**src/rtl/rt_ex_wb_latch.sv**
```systemverilog
// EX->WB pipeline register: single-entry valid/ready stage, NZCV status register
// committed at retire, forwarding tap and saturating stall counter. Optional: RT_EX_STICKY_Q_EN.
module rt_ex_wb_latch #(
   parameter int DATA_W = 32,
   parameter int REG_AW = 5,
   parameter int CNT_W  = 16
) (
   input  logic              clk,
   input  logic              rst,
   input  logic              in_valid,
   output logic              in_ready,
   input  logic [DATA_W-1:0] alu_result,
   input  logic              alu_zero,
   input  logic              alu_negative,
   input  logic              alu_overflow,
   input  logic              alu_carry,
   input  logic [REG_AW-1:0] in_rd,
   input  logic              in_wr_en,
   input  logic              in_set_flags,
   input  logic              flush,
   output logic              out_valid,
   input  logic              out_ready,
   output logic [DATA_W-1:0] out_result,
   output logic [REG_AW-1:0] out_rd,
   output logic              out_wr_en,
   output logic              fwd_valid,
   output logic [REG_AW-1:0] fwd_rd,
   output logic [DATA_W-1:0] fwd_data,
   output logic [3:0]        flags,
   input  logic              flags_we,
   input  logic [3:0]        flags_wdata,
   output logic              q_flag,
   input  logic              q_clr,
   output logic [CNT_W-1:0]  stall_cnt
);

   typedef enum logic {
      ST_EMPTY = 1'b0,
      ST_FULL  = 1'b1
   } state_t;

   state_t             r_state;
   state_t             w_state_next;

   logic [DATA_W-1:0]  r_result;
   logic [REG_AW-1:0]  r_rd;
   logic               r_wr_en;
   logic               r_set_flags;
   logic [3:0]         r_nzcv;
   logic [3:0]         r_flags;
   logic [CNT_W-1:0]   r_stall_cnt;

   logic               w_capture;
   logic               w_retire;
   logic               w_commit;
   logic               w_stall;

   assign out_valid = (r_state == ST_FULL);
   assign in_ready  = ~out_valid | out_ready;
   assign w_capture = in_valid & in_ready & ~flush;
   assign w_retire  = out_valid & out_ready;
   // A retire that coincides with flush is discarded, not committed.
   assign w_commit  = w_retire & ~flush;
   assign w_stall   = out_valid & ~out_ready;

   always_ff @(posedge clk) begin
      if (rst) begin
         r_state <= ST_EMPTY;
      end else begin
         r_state <= w_state_next;
      end
   end

   always_comb begin
      w_state_next = r_state;
      case (r_state)
         ST_EMPTY: begin
            if (w_capture) begin
               w_state_next = ST_FULL;
            end
         end
         ST_FULL: begin
            if (flush) begin
               w_state_next = ST_EMPTY;
            end else if (w_retire && !w_capture) begin
               w_state_next = ST_EMPTY;
            end
         end
         default: w_state_next = ST_EMPTY;
      endcase
   end

   // Payload; rd==0 never writes, so the enable is cleared at capture time.
   always_ff @(posedge clk) begin
      if (rst) begin
         r_result    <= '0;
         r_rd        <= '0;
         r_wr_en     <= 1'b0;
         r_set_flags <= 1'b0;
         r_nzcv      <= 4'b0000;
      end else if (w_capture) begin
         r_result    <= alu_result;
         r_rd        <= in_rd;
         r_wr_en     <= in_wr_en & (in_rd != '0);
         r_set_flags <= in_set_flags;
         r_nzcv      <= {alu_negative, alu_zero, alu_carry, alu_overflow};
      end
   end

   always_ff @(posedge clk) begin
      if (rst) begin
         r_flags <= 4'b0000;
      end else if (flags_we) begin
         r_flags <= flags_wdata;
      end else if (w_commit && r_set_flags) begin
         r_flags <= r_nzcv;
      end
   end

   always_ff @(posedge clk) begin
      if (rst) begin
         r_stall_cnt <= '0;
      end else if (w_stall && (r_stall_cnt != '1)) begin
         r_stall_cnt <= r_stall_cnt + CNT_W'(1);
      end
   end

`ifdef RT_EX_STICKY_Q_EN
   logic r_q_flag;

   always_ff @(posedge clk) begin
      if (rst) begin
         r_q_flag <= 1'b0;
      end else if (w_commit && r_nzcv[0]) begin
         r_q_flag <= 1'b1;
      end else if (q_clr) begin
         r_q_flag <= 1'b0;
      end
   end

   assign q_flag = r_q_flag;
`else
   logic w_unused_q_clr;

   assign w_unused_q_clr = q_clr;
   assign q_flag         = 1'b0;
`endif

   assign out_result = r_result;
   assign out_rd     = r_rd;
   assign out_wr_en  = r_wr_en;
   assign fwd_valid  = out_valid & r_wr_en;
   assign fwd_rd     = r_rd;
   assign fwd_data   = r_result;
   assign flags      = r_flags;
   assign stall_cnt  = r_stall_cnt;

endmodule
```
**config.mk**
```make
export PLATFORM = sky130hd
export DESIGN_NAME = rt_ex_wb_latch
export DESIGN_NICKNAME = d
export VERILOG_FILES = /design/src/rtl/rt_ex_wb_latch.sv
export SDC_FILE = /design/constraint.sdc
export NUM_CORES = 1
export LEC_CHECK = 0
export CAP_MARGIN = 0
export CORE_ASPECT_RATIO = 1.75
export CORE_MARGIN = 4
export CORE_UTILIZATION = 27
export CTS_CLUSTER_DIAMETER = 100
export DETAILED_ROUTE_END_ITERATION = 10
export PLACE_DENSITY = 0.71
export RECOVER_POWER = 50
export REMOVE_ABC_BUFFERS = 1
export SYNTH_ARGS = -nofsm -noshare
export SYNTH_HDL_FRONTEND = slang
export SYNTH_SLANG_ARGS = --single-unit
```
**constraint.sdc**
```tcl
create_clock -name clk -period 1.6 [get_ports clk]
set_input_delay 0.16 -clock clk [delete_from_list [all_inputs] [get_ports clk]]
set_output_delay 0.16 -clock clk [all_outputs]
set_load 0.05 [all_outputs]
```
==> metrics.cfg <==
[outcome]
status = complete, but fails checks
violations = negative setup slack

[synth]
yosys.area.top_type = dfxtp_1
synth-seq-cells = 64
synth_edf_count = 0
netlist_area_um2 = 2850
synthArstFlopShare_pct = 0
synth_top_area_share_pct = 44.9
avgSynthCellArea_um2 = 8.20
netlist_top_cells_count = nand2_1 (93), dfxtp_1 (64), a21oi_1 (56)
synth_cells = 348
synth.distinct_cells = 38
synth_area_leaders = dfxtp_1 (45%), nand2_1 (12%), buf_4 (10%), a21oi_1 (9.8%), or4_1 (2.4%)
synth_top_flop_cell = dfxtp_1
synth-warning-count = 0
ys_seq_area_share_pct = 44.9
yosysMostFrequentCell = nand2_1

[critical_path]
rrSetupSlack_ps = -20
critPathLaunchType = register
r2r_end = stall_cnt[15]
cp_slowest_stage_delay_ps = 430
arrival_ps = 1820
cp_max_fo = 7
crit_type = register to register
r2r-start = stall_cnt[0]
critical-path-slowest-cell = nor4_4
required_ps = 1790
path_cells = ha_4 -> nand4_1 -> nor4_4 -> buf_4 -> or4_4 -> a21oi_2
worstSetupEndpointType = register
worst-r2r-cell-count = 6

[timing]
fmax_mhz = 615
post-route-period-util_pct = 102
setup_tns_ps = -104
setup_ws_ps = -25.0
maxSlewHeadroom_pct = 58.3
finalClockSkew_ps = 3.81
setup_violations = 8
worst_pin_slew_ps = 628
hold_viol_final = 0
finalHoldWorstSlack_ps = 252
rsz0062_at_grt = true
drv_slew = 0
min_period_ps = 1620

[clock_tree]
path_clk_slew_ps = 50
cts_tree = built
cts_buffers = 9
worst_skew_pair.late_latency_ps = 320
root_buffer = clkbuf_16
cts-hold-fix-buffers = 0
clk_path_buf_depth = 2
htreeDepth = 3
cts.sinks = 64

[routing]
firstDrtPassIters = 4
drt_iter0_markers = 104
vias = 2859
drc = 0
ant_nets = 0
viasPerCell = 4.65
wirelength_um = 8750
post_drt_wl_per_cell_um = 14.2

[floorplanning]
io_pins = 153
fp.dieH_um = 144
initial_core_util_pct = 27.7
num_rows = 49
dieArea_um2 = 12300
core_area_um2 = 10300
die_w_um = 85.7

[placement]
io_buffers = 150
dp_slack_ps = -280
dp.cells = 596
place_area_um2 = 4150
gp_congestion = 0.789
dp_hpwl_um = 6670

[job]
drv_cap = 0

[final_layout]
drive_gt1_share_pct = 20.7
final_cells = 615
nets = 539
fin_area_um2 = 4230
syn_to_final_growth_pct = 48.0
insertedDiodeCount = 0
fillers = 1083

[global_route]
grt_usage_pct = 13.9
grt_pass1_wl_um = 13400
overflow = 0
grt_pass1_vias = 2786
antenna_found_initial = 0
grt_max_degree = 43

[worst_hold_path]
hp-class = primary input to register
hold_depth = 2
hold_end = stall_cnt[9]
worstHoldStart = rst

[power_and_ir_drop]
peakVddDrop_uv = 592
p_leak_nw = 1.62
power_density_nw_per_um2 = 975

## worst max-delay path by stage
stage	startpoint	slack, ps	endpoint
floorplan	out_valid	-750	out_wr_en
finish	stall_cnt[0]	-20	stall_cnt[15]
global placement	out_ready	-220	out_wr_en
CTS	stall_cnt[1]	-1	stall_cnt[13]
detailed placement	out_ready	-280	stall_cnt[15]
global route	stall_cnt[0]	-100	stall_cnt[0]
## flip-flops by register name (all words and copies together) (netlist names)
name,flops
r_set_flags,1
stall_cnt,16
fwd_data,32
out_valid,1
out_wr_en,1
flags,4
r_nzcv,4
fwd_rd,5
## kinds of logic after synthesis
group / after synthesis / share of synthesized area (%)
mux: 9 / 3.38
flops: 64 / 44.9
simple gates: 140 / 23.3
other cells: 1 / 0.131
buf+inv: 60 / 14.0
fa+ha+maj: 1 / 0.438
compound gates: 73 / 13.9
## placed cells by master (no fill, tap or decap), drive strengths merged, types with 5 or more instances in the layout
cell | Yosys | layout
nor2 | 9 | 9
nand4 | 5 | 5
and3 | 5 | 5
buf | 50 | 58
nand2 | 93 | 93
o31ai | 8 | 8
mux2 | 5 | 5
clkdlybuf4s50 | 0 | 51
dfxtp | 64 | 64
clkinv | 0 | 5
a21oi | 56 | 56
o21ai | 5 | 5
or4 | 9 | 9
clkbuf | 7 | 83
## final cells by class
type / instances / area (um^2) / share of cell area [%]
inverters: 3 / 13.8 / 0.326
clock inverters: 5 / 25.0 / 0.592
clock buffers: 10 / 229 / 5.42
well taps: 127 / 159 / 3.76
repair buffers: 182 / 1280 / 30.4
multi-input cells: 224 / 1220 / 29.0
flip-flops and latches: 64 / 1290 / 30.5
## stage by stage
step           power, mW  util [%]
2_1_floorplan       2.17         -
3_3_place_gp        2.55      40.3
3_5_place_dp        2.55      40.3
4_1_cts             4.26      43.1
5_1_grt             4.29      41.0
6_report            4.12      41.0
## where the power goes
group	leakage [nW]	internal, mW	total, mW	switching, mW
clock	0.132	1.02	1.67	0.647
sequential	0.525	1.65	1.70	0.0445
combinational	0.961	0.237	0.749	0.512
total	1.62	2.91	4.12	1.20
## worst max-delay path, delay by kind of cell (launching register included)
family,cells,cell delay (ps)
and+or+nand+nor,3,740
DFF,1,350
adders and majority gates,1,140
buffers and inverters,1,220
AOI/OAI and AO/OA,1,50
## layer usage
metal  share of wire [%]  track usage, %  wire [um]  vias up
li1                    -               -          -     1415
met1                  35            13.8       3100     1321
met2                  56            26.2       4900      111
met3                 6.1            3.71        535       12
met4                 2.5            6.51        220        0
met5                   0               0          0        -
## what timing repair did
item                       CTS  global route
resized for setup            7            17
buffers inserted             1             2
pin swaps                    7            11
setup endpoints to repair   13            49
gates cloned                 0             1
No activity file was read; power rests on OpenSTA's default activity.
